## src/rtl/synth_pkg.sv

```systemverilog
// Shared types and helpers for the polyphonic mixer datapath.
package synth_pkg;

  // Wide enough for the largest shift (log2 of 32 voices).
  localparam int unsigned SHIFT_W = 3;

  typedef enum logic [1:0] {
    MIX_FIXED = 2'b00,
    MIX_SAT   = 2'b01,
    MIX_AUTO  = 2'b10
  } mix_mode_e;

  typedef enum logic [1:0] {
    IDLE,
    ACCUM,
    SCALE,
    OUT
  } mixer_state_e;

  // ceil(log2(max(count,1))) for counts up to 32.
  function automatic logic [SHIFT_W-1:0] clog2_shift(input logic [5:0] count);
    logic [SHIFT_W-1:0] s;
    s = '0;
    for (int i = 0; i < 6; i++) begin
      if ((6'd1 << i) < count) s = SHIFT_W'(i + 1);
    end
    return s;
  endfunction

  function automatic logic signed [63:0] sat_to_width(input logic signed [63:0] val,
                                                      input int unsigned width);
    logic signed [63:0] hi;
    logic signed [63:0] lo;
    hi = (64'sd1 <<< (width - 1)) - 64'sd1;
    lo = -(64'sd1 <<< (width - 1));
    if (val > hi) return hi;
    if (val < lo) return lo;
    return val;
  endfunction

endpackage

```

## src/rtl/mix_gain_sat.sv

```systemverilog
// Headroom shift, master gain and saturation; result and clip flag are registered on i_load.
module mix_gain_sat #(
  parameter int unsigned ACC_W    = 20,
  parameter int unsigned SAMPLE_W = 16,
  parameter int unsigned GAIN_W   = 8
) (
  input  logic                        i_clk,
  input  logic                        i_rst,
  input  logic                        i_load,
  input  logic [ACC_W-1:0]            i_acc,
  input  logic [synth_pkg::SHIFT_W-1:0] i_shift,
  input  logic [GAIN_W-1:0]           i_gain,
  output logic [SAMPLE_W-1:0]         o_sample,
  output logic                        o_sat
);
  import synth_pkg::*;

  localparam int unsigned PROD_W = ACC_W + GAIN_W + 1;

  logic signed [ACC_W-1:0]  w_s;
  logic signed [PROD_W-1:0] w_s_ext;
  logic signed [PROD_W-1:0] w_g_ext;
  logic signed [PROD_W-1:0] w_prod;
  logic signed [PROD_W-1:0] w_p;
  logic signed [63:0]       w_p64;
  logic signed [63:0]       w_sat64;
  logic [SAMPLE_W-1:0]      r_sample;
  logic                     r_sat;

  assign w_s     = $signed(i_acc) >>> i_shift;
  assign w_s_ext = $signed({{(GAIN_W + 1){w_s[ACC_W-1]}}, w_s});
  // Gain is unsigned: the extra zero bit keeps it positive in the signed product.
  assign w_g_ext = $signed({{(ACC_W + 1){1'b0}}, i_gain});
  assign w_prod  = w_s_ext * w_g_ext;
  assign w_p     = w_prod >>> GAIN_W;
  assign w_p64   = $signed({{(64 - PROD_W){w_p[PROD_W-1]}}, w_p});
  assign w_sat64 = sat_to_width(w_p64, SAMPLE_W);

  always_ff @(posedge i_clk or posedge i_rst) begin
    if (i_rst) begin
      r_sample <= '0;
      r_sat    <= 1'b0;
    end else if (i_load) begin
      r_sample <= w_sat64[SAMPLE_W-1:0];
      r_sat    <= (w_sat64 != w_p64);
    end
  end

  assign o_sample = r_sample;
  assign o_sat    = r_sat;

endmodule

```

## src/rtl/poly_mixer.sv

```systemverilog
// N-voice sequential mixer: snapshot on sample_req, accumulate one voice per cycle,
// then scale, apply master gain and saturate.
module poly_mixer #(
  parameter int unsigned NUM_VOICES = 8,
  parameter int unsigned SAMPLE_W   = 16,
  parameter int unsigned GAIN_W     = 8
) (
  input  logic                           Clk,
  input  logic                           Reset,
  input  logic                           sample_req,
  input  logic [NUM_VOICES*SAMPLE_W-1:0] voice_in,
  input  logic [NUM_VOICES-1:0]          voice_en,
  input  logic [1:0]                     mode,
  input  logic [GAIN_W-1:0]              master_gain,
  input  logic                           clr_flags,
  output logic [SAMPLE_W-1:0]            mix_out,
  output logic                           out_valid,
  output logic                           busy,
  output logic                           clip,
  output logic                           overrun
);
  import synth_pkg::*;

  localparam int unsigned IDX_W = $clog2(NUM_VOICES);
  localparam int unsigned CNT_W = IDX_W + 1;
  localparam int unsigned ACC_W = SAMPLE_W + IDX_W + 1;

  mixer_state_e            r_state;
  mixer_state_e            w_state_next;
  logic [SAMPLE_W-1:0]     r_voice [NUM_VOICES];
  logic [NUM_VOICES-1:0]   r_en;
  logic [1:0]              r_mode;
  logic [GAIN_W-1:0]       r_gain;
  logic signed [ACC_W-1:0] r_acc;
  logic [CNT_W-1:0]        r_active;
  logic [IDX_W-1:0]        r_idx;
  logic                    r_clip;
  logic                    r_overrun;
  logic [SAMPLE_W-1:0]     w_voice;
  logic signed [ACC_W-1:0] w_voice_ext;
  logic [SHIFT_W-1:0]      w_shift;
  logic                    w_sat;

  assign w_voice     = r_voice[r_idx];
  assign w_voice_ext = {{(ACC_W - SAMPLE_W){w_voice[SAMPLE_W-1]}}, w_voice};

  always_comb begin
    w_state_next = r_state;
    unique case (r_state)
      IDLE:  if (sample_req) w_state_next = ACCUM;
      ACCUM: if (r_idx == IDX_W'(NUM_VOICES - 1)) w_state_next = SCALE;
      SCALE: w_state_next = OUT;
      OUT:   w_state_next = IDLE;
      default: w_state_next = IDLE;
    endcase
  end

  always_ff @(posedge Clk or posedge Reset) begin
    if (Reset) r_state <= IDLE;
    else       r_state <= w_state_next;
  end

  always_ff @(posedge Clk or posedge Reset) begin
    if (Reset) begin
      for (int k = 0; k < NUM_VOICES; k++) r_voice[k] <= '0;
      r_en     <= '0;
      r_mode   <= '0;
      r_gain   <= '0;
      r_acc    <= '0;
      r_active <= '0;
      r_idx    <= '0;
    end else begin
      if (r_state == IDLE && sample_req) begin
        for (int k = 0; k < NUM_VOICES; k++) r_voice[k] <= voice_in[k*SAMPLE_W +: SAMPLE_W];
        r_en     <= voice_en;
        r_mode   <= mode;
        r_gain   <= master_gain;
        r_acc    <= '0;
        r_active <= '0;
        r_idx    <= '0;
      end else if (r_state == ACCUM) begin
        if (r_en[r_idx]) begin
          r_acc    <= r_acc + w_voice_ext;
          r_active <= r_active + CNT_W'(1);
        end
        r_idx <= r_idx + IDX_W'(1);
      end
    end
  end

  // Mode 2'b11 falls through to the fixed shift.
  always_comb begin
    w_shift = SHIFT_W'(IDX_W);
    if (r_mode == MIX_SAT)       w_shift = '0;
    else if (r_mode == MIX_AUTO) w_shift = clog2_shift(6'(r_active));
  end

  mix_gain_sat #(
    .ACC_W    (ACC_W),
    .SAMPLE_W (SAMPLE_W),
    .GAIN_W   (GAIN_W)
  ) u_gain_sat (
    .i_clk    (Clk),
    .i_rst    (Reset),
    .i_load   (r_state == SCALE),
    .i_acc    (r_acc),
    .i_shift  (w_shift),
    .i_gain   (r_gain),
    .o_sample (mix_out),
    .o_sat    (w_sat)
  );

  // Sticky flags: a set in the same cycle wins over clr_flags.
  always_ff @(posedge Clk or posedge Reset) begin
    if (Reset) begin
      r_clip    <= 1'b0;
      r_overrun <= 1'b0;
    end else begin
      if (r_state == OUT && w_sat) r_clip <= 1'b1;
      else if (clr_flags)          r_clip <= 1'b0;
      if (sample_req && r_state != IDLE) r_overrun <= 1'b1;
      else if (clr_flags)                r_overrun <= 1'b0;
    end
  end

  assign out_valid = (r_state == OUT);
  assign busy      = (r_state == ACCUM) || (r_state == SCALE);
  assign clip      = r_clip;
  assign overrun   = r_overrun;

endmodule
```

## config.mk

```make
export PLATFORM = sky130hd
export DESIGN_NAME = poly_mixer
export DESIGN_NICKNAME = d
export VERILOG_FILES = /design/src/rtl/synth_pkg.sv /design/src/rtl/mix_gain_sat.sv /design/src/rtl/poly_mixer.sv
export SDC_FILE = /design/constraint.sdc
export NUM_CORES = 1
export LEC_CHECK = 0
export ABC_AREA = 1
export BUFFER_PORTS_ARGS = -buffer_cell sky130_fd_sc_hd__clkbuf_2
export CAP_MARGIN = 20
export CORE_UTILIZATION = 55
export CTS_BUF_LIST = sky130_fd_sc_hd__clkbuf_8
export DETAILED_ROUTE_END_ITERATION = 16
export HOLD_SLACK_MARGIN = 0.12
export PLACE_DENSITY = 0.75
export SLEW_MARGIN = 20
export SYNTH_ARGS = -nofsm -noshare
export SYNTH_HDL_FRONTEND = slang
export SYNTH_SLANG_ARGS = --single-unit
```

## constraint.sdc

```tcl
create_clock -name Clk -period 8.64 [get_ports Clk]
set_input_delay 1.728 -clock Clk [delete_from_list [all_inputs] [get_ports Clk]]
set_output_delay 1.728 -clock Clk [all_outputs]
set_load 0.02 [all_outputs]
```

==> impl_metrics.env, run 1 <==
export IMPL_numCtsBuffers=17
export IMPL_synthesized_area_per_cell_sq_um=7.492
export IMPL_rrSetupSlack_ps=760
export IMPL_synth_top_area_share_pct=29.99
export IMPL_syn_nets=2519
export IMPL_gr_total_overflow=0
export IMPL_post_cts_setup_repair_buffer_count=0
export IMPL_floorplan_rows=62
export IMPL_antenna_left=0
export IMPL_design_portCount=170
export IMPL_htreeDepth=4
export IMPL_first_iter_violations=1351
export IMPL_routed_via_count=14650
export IMPL_floorplan_die_height_microns=173.6
export IMPL_area_growth_syn_to_layout_pct=9.004
export IMPL_end_kind="flop"
export IMPL_core_area_sq_mm=0.02886
export IMPL_netlist_top_cell_by_area="sky130_fd_sc_hd__dfrtp_1"
export IMPL_hp_start="r_voice[114]"
export IMPL_worst_setup_path_start_kind="flop"
export IMPL_vias_in_the_first_global_route=14680
export IMPL_post_route_drc_count=0
export IMPL_routed_via_density=5.493
export IMPL_fillCellCount=2677
export IMPL_postSynth_asyncResetShare_pct=100.0
export IMPL_routabilityCongestion=0.9483
export IMPL_cts_num_sinks=194
export IMPL_finalSetupViolCount=0
export IMPL_cts_root_buffer_cell="sky130_fd_sc_hd__clkbuf_8"
export IMPL_ys_warnings_count=0
export IMPL_worst_slew_margin_rel_pct=34.55
export IMPL_drv_slew=0
export IMPL_synthTopCellsByArea="sky130_fd_sc_hd__dfrtp_1 (30%), sky130_fd_sc_hd__fa_1 (16%), sky130_fd_sc_hd__nand2_1 (15%), sky130_fd_sc_hd__inv_1 (7.3%), sky130_fd_sc_hd__ha_1 (6.3%)"
export IMPL_worst_r2r_path_depth=36
export IMPL_tritoncts_clock_tree="yes"
export IMPL_number_of_cells_produced_by_synthesis=2161
export IMPL_antenna_found_initial=1
export IMPL_synth_cells_most_frequent="sky130_fd_sc_hd__nand2_1 (655), sky130_fd_sc_hd__inv_1 (314), sky130_fd_sc_hd__nor2_1 (219), sky130_fd_sc_hd__dfrtp_1 (194), sky130_fd_sc_hd__o21ai_0 (143)"
export IMPL_tightest_slew_ps=981.7
export IMPL_worst_skew_pair_late_latency_ps=520
export IMPL_timing_hold_violations_final=0
export IMPL_synth_enable_flop_cells=0
export IMPL_fmax_mhz=126.8
export IMPL_status="complete, no violations"
export IMPL_all_layer_gr_usage_pct=31.23
export IMPL_placement_io_buffers=169
export IMPL_crit_fanout=30
export IMPL_min_period_over_period_pct=91.26
export IMPL_postSynth_topFlopCell="sky130_fd_sc_hd__dfrtp_1"
export IMPL_floorplan_initialDensity_pct=56.10
export IMPL_holdBufCountCts=0
export IMPL_num_antenna_cells=0
export IMPL_synth_seq_area_share_pct=29.99
export IMPL_multiInputGateArea_sq_mm=0.009776
export IMPL_fin_tns_setup_ps=0
export IMPL_clk_pin_slew_ps=120
export IMPL_maximum_clock_insertion_buffer_count=2
export IMPL_syn_area_sq_mm=0.01619
export IMPL_finalCriticalPeriod_ps=7885
export IMPL_reg2reg_from="r_active[0]"
export IMPL_hpwl_mm=34.18
export IMPL_die_area_sq_mm=0.03012
export IMPL_yosys_cell_types_count=49
export IMPL_crit_arrival_ps=8330
export IMPL_critPathLaunch="r_active[0]"
export IMPL_detail_route_wl_per_cell_microns=16.72
export IMPL_area_sequential_sq_mm=0.004857
export IMPL_path_class="reg -> reg"
export IMPL_whs_path_depth=2
export IMPL_worst_path_largest_cell_delay_ps=610
export IMPL_worst_clock_skew_ps=24.87
export IMPL_cpMostUsedCell="sky130_fd_sc_hd__inv_1"
export IMPL_wl_mm=44.59
export IMPL_yosys_register_bits=194
export IMPL_dieWidth_microns=173.6
export IMPL_firstDrtPassIters=6
export IMPL_critical_path_slowest_cell="sky130_fd_sc_hd__o21ai_0"
export IMPL_hold_path_class="reg -> reg"
export IMPL_grt_pass1_wl_mm=74.98
export IMPL_layout_nets=2629
export IMPL_max_cap_violations=0
export IMPL_grt_max_degree=124
export IMPL_rsz0062_at_grt="no"
export IMPL_worstPathRequired_ps=9080
export IMPL_synth_most_common_cell="sky130_fd_sc_hd__nand2_1"
export IMPL_post_route_cells_drive_above_1_share_pct=11.70
==> per-stage QoR <==
step	worst slack (ps)	utilization (%)	instance area (sq um)	hold WS [ps]	std cells
floorplan	1628	-	16190	443.6	2161
global placement	707.6	59.80	17260	456.1	2636
detailed placement	552.6	59.80	17260	459.6	2636
CTS	490.1	61.11	17640	487.2	2667
global route	142.8	61.15	17650	496.7	2667
finish	755.2	61.15	17650	484.0	2667
==> repair_timing <==
action / CTS / global route
resized for setup: 0 / 7
endpoints found under the hold margin: 0 / 0
endpoints found under the setup margin: 0 / 17
==> metal layers <==
layer | vias to the layer above | track usage, % | share of wire, %
li1 | 6997 | - | -
met1 | 7072 | 44.78 | 46
met2 | 532 | 50.05 | 46
met3 | 49 | 4.167 | 6.3
met4 | 0 | 8.038 | 1.6
met5 | - | 0 | 0
==> final timing paths <==
| path | end |
|---|---|
| worst min register to register | r_voice[114] |
| worst max-delay path | u_gain_sat.o_sample[2] |
| min in group asynchronous | r_voice[47] |
| worst max register to register | u_gain_sat.o_sample[2] |
| worst min-delay path | r_voice[114] |
| max in group asynchronous | r_voice[116] |
==> state kept, by name (all words and copies together) (netlist names) <==
| register | count |
|---|---|
| r_en | 8 |
| r_active | 4 |
| overrun | 1 |
| r_idx | 3 |
| r_mode | 2 |
| clip | 1 |
| u_gain_sat.o_sample | 16 |
| r_voice | 128 |
| r_state | 2 |
| u_gain_sat.o_sat | 1 |
| r_acc | 20 |
| r_gain | 8 |
==> area by class of cell <==
class,instances,area share (%)
multi-input combinational,1557,55.40
sequential,194,27.52
inverter,318,6.821
timing repair buffer,183,5.389
tap,384,2.723
clock buffer,17,1.326
clock inverter,14,0.8225
==> critical path, delay by kind of cell (launching register included) <==
kind	cells	cell delay (ps)
AND/OR/NAND/NOR	15	1890
flip-flops	1	450
buffers and inverters	7	910
adder cells (fa/ha/maj)	7	2700
AO/OA/AOI/OAI	7	1860
==> placed cells by master, fill, tap and decap left out, types with 23 or more instances in the layout <==
cell type                  instances
sky130_fd_sc_hd__fa_1            126
sky130_fd_sc_hd__a21oi_1          72
sky130_fd_sc_hd__nor2_1          219
sky130_fd_sc_hd__clkbuf_2        169
sky130_fd_sc_hd__nand2_1         654
sky130_fd_sc_hd__o21ai_0         139
sky130_fd_sc_hd__dfrtp_1         192
sky130_fd_sc_hd__a31oi_1          23
sky130_fd_sc_hd__ha_1             82
sky130_fd_sc_hd__inv_1           312
sky130_fd_sc_hd__nand3_1          68
==> logic make-up (layout without fill, tap and decap cells) <==
kind of cell,Yosys count,in the layout,share of synthesized area (%)
AOI/OAI and AO/OA,324,324,11.87
xor gates and xnor gates,16,16,0.8656
buffers and inverters,410,532,9.746
muxes,4,4,0.2473
adders and majority gates,208,208,21.92
DFF,194,194,29.99
and+or+nand+nor,1005,1005,25.37
Power of run 1 is not shown: default switching activity piles up to over one toggle a cycle in this logic, so the estimate is an artifact.
==> inputs of run 2 (changes only) <==
--- a/config.mk
+++ b/config.mk
@@ -6,7 +6,7 @@
 export NUM_CORES = 1
 export LEC_CHECK = 0
 export ABC_AREA = 1
-export BUFFER_PORTS_ARGS = -buffer_cell sky130_fd_sc_hd__clkbuf_2
+export BUFFER_PORTS_ARGS = -buffer_cell sky130_fd_sc_hd__buf_4
 export CAP_MARGIN = 20
 export CORE_UTILIZATION = 55
 export CTS_BUF_LIST = sky130_fd_sc_hd__clkbuf_8
==> run 2 against run 1 <==
  * Die area did not move
  * Clock skew down 3.7 ps
  * Worst hold slack is essentially flat
  * Wire length up 1.7%
  * Cell area rose by 2.5%
  * Worst setup slack worse by 110 ps
  * Utilization rose by 1.6 points
  * Flip-flop and latch count unchanged
  * Fmax down 1.4%
  * Count of clock-buffer cells in the layout did not move
  * Sequential share of layout area is 0.68 points lower
  * First-iteration DRC count decreased by 11%
  * Critical endpoint unchanged
  * Highest routed layer unchanged
==> impl_metrics.env, run 2 (synthesis results as in run 1) <==
export IMPL_status="complete, no violations"
export IMPL_detail_route_wl_per_cell_microns=16.99
export IMPL_antenna_found_initial=0
export IMPL_post_route_drc_count=0
export IMPL_stdcell_count=2670
export IMPL_tightest_slew_ps=1016
export IMPL_worst_slew_margin_rel_pct=32.24
export IMPL_grt_max_degree=122
export IMPL_routed_via_density=5.509
export IMPL_final_cell_mix="sky130_fd_sc_hd__nand2_1 (654), sky130_fd_sc_hd__inv_1 (312), sky130_fd_sc_hd__nor2_1 (219), sky130_fd_sc_hd__dfrtp_1 (192), sky130_fd_sc_hd__buf_4 (184)"
export IMPL_floorplan_die_height_microns=173.6
export IMPL_min_period_over_period_pct=92.56
export IMPL_largest_register="r_voice"
export IMPL_timing_hold_violations_final=0
export IMPL_post_route_cells_drive_above_1_share_pct=11.73
export IMPL_floorplan_rows=62
export IMPL_maximum_clock_insertion_buffer_count=2
export IMPL_final_hold_worst_slack_ps=483.9
export IMPL_max_cap_violations=0
export IMPL_cts_root_buffer_cell="sky130_fd_sc_hd__clkbuf_8"
export IMPL_crit_reg2reg_capture="u_gain_sat.o_sample[2]"
export IMPL_dieWidth_microns=173.6
export IMPL_firstDrtPassIters=6
export IMPL_layout_nets=2630
export IMPL_fmax_mhz=125.0
export IMPL_design_portCount=170
export IMPL_finalCriticalPeriod_ps=7998
export IMPL_worst_path_largest_cell_delay_ps=590
export IMPL_rsz0062_at_grt="no"
export IMPL_critical_path_slowest_cell="sky130_fd_sc_hd__fa_1"
export IMPL_crit_fanout=30
export IMPL_path_class="reg -> reg"
export IMPL_holdBufCountCts=0
export IMPL_hold_end="r_voice[21]"
export IMPL_first_iter_violations=1199
export IMPL_routabilityCongestion=0.9526
export IMPL_hpwl_mm=35.04
export IMPL_fin_tns_setup_ps=0
export IMPL_routed_via_count=14710
export IMPL_whs_path_depth=2
export IMPL_worstPathRequired_ps=9090
export IMPL_finalSetupViolCount=0
export IMPL_worst_skew_pair_late_latency_ps=530
export IMPL_clk_pin_slew_ps=110
export IMPL_crit_arrival_ps=8440
export IMPL_area_growth_syn_to_layout_pct=11.77
export IMPL_post_cts_setup_repair_buffer_count=0
export IMPL_rrSetupSlack_ps=640
export IMPL_reg2reg_from="r_active[0]"
export IMPL_hold_path_class="reg -> reg"
export IMPL_largest_register_ffs=128
export IMPL_hp_start="r_voice[21]"
export IMPL_critPathLaunch="r_active[0]"
export IMPL_fin_area_sq_mm=0.01809
export IMPL_placement_io_buffers=169
export IMPL_drv_slew=0
export IMPL_numPlacedInstances=2637
export IMPL_core_area_sq_mm=0.02886
export IMPL_numCtsBuffers=17
export IMPL_end_kind="flop"
export IMPL_all_layer_gr_usage_pct=31.74
export IMPL_worst_r2r_path_depth=37
export IMPL_tritoncts_clock_tree="yes"
export IMPL_cts_num_sinks=194
export IMPL_post_dp_cell_area_sq_mm=0.01769
export IMPL_gr_total_overflow=0
export IMPL_grt_pass1_wl_mm=75.31
export IMPL_antenna_left=0
export IMPL_die_area_sq_mm=0.03012
export IMPL_final_common_cell="sky130_fd_sc_hd__nand2_1"
export IMPL_vias_in_the_first_global_route=14720
export IMPL_htreeDepth=4
export IMPL_worst_clock_skew_ps=21.14
export IMPL_floorplan_initialDensity_pct=56.10
export IMPL_wl_mm=45.36
export IMPL_worst_setup_path_start_kind="flop"
==> run 2: cell types whose count changed in the layout (fill, tap and decap cells not counted), moves of 2 or more <==
cell / previous run / this run
sky130_fd_sc_hd__clkinvlp_4: 3 / 0
sky130_fd_sc_hd__buf_4: 14 / 184
sky130_fd_sc_hd__o21ai_0: 139 / 141
sky130_fd_sc_hd__inv_8: 4 / 2
sky130_fd_sc_hd__clkbuf_2: 169 / 0
sky130_fd_sc_hd__clkinv_8: 2 / 6
sky130_fd_sc_hd__o21ai_1: 8 / 6
==> run 2: worst max-delay path: cells and delay by family, from the launching register on <==
family          cells  cell delay, ps
buf+inv             7             830
compound gates      8            1700
simple gates       15            2020
fa+ha+maj           7            2900
flops               1             450
==> run 2: per-layer routing <==
metal  part of all wire (%)  track usage [%]  vias up
li1                       -                -     6998
met1                     44            44.67     7147
met2                     46            49.97      508
met3                    6.8            5.263       56
met4                    2.4            10.58        0
met5                      0                0        -
==> run 2: final cells by class <==
| type | instances | area, sq um |
|---|---|---|
| Antenna cell | 1 | 2.502 |
| Clock buffer | 17 | 234.0 |
| Clock inverter | 15 | 171.4 |
| Fill cell | 2616 | 10760 |
| Inverter | 318 | 1204 |
| Multi-Input combinational cell | 1557 | 9764 |
| Sequential cell | 194 | 4857 |
| Tap cell | 384 | 480.5 |
| Timing Repair Buffer | 184 | 1381 |
==> run 2: worst max-delay path by stage <==
stage	cells past startpoint	end	slack [ps]
finish	37	u_gain_sat.o_sample[2]	640
detailed placement	34	u_gain_sat.o_sample[2]	630
floorplan	1	clip	1630
global route	36	u_gain_sat.o_sample[2]	10
global placement	34	u_gain_sat.o_sample[5]	850
CTS	34	u_gain_sat.o_sample[2]	550
==> run 2: through the flow <==
stage	util, %	setup slack, ps
after floorplan	-	1628
after global placement	61.29	849.6
after detailed placement	61.29	630.6
after CTS	62.70	549.2
after global routing	62.70	12.49
final	62.70	642.4
==> run 2: repair_timing <==
item,CTS,global route
hold endpoints to repair,0,0
setup endpoints to repair,0,14
resized for setup,0,2
Power of run 2 is left out for the same reason.
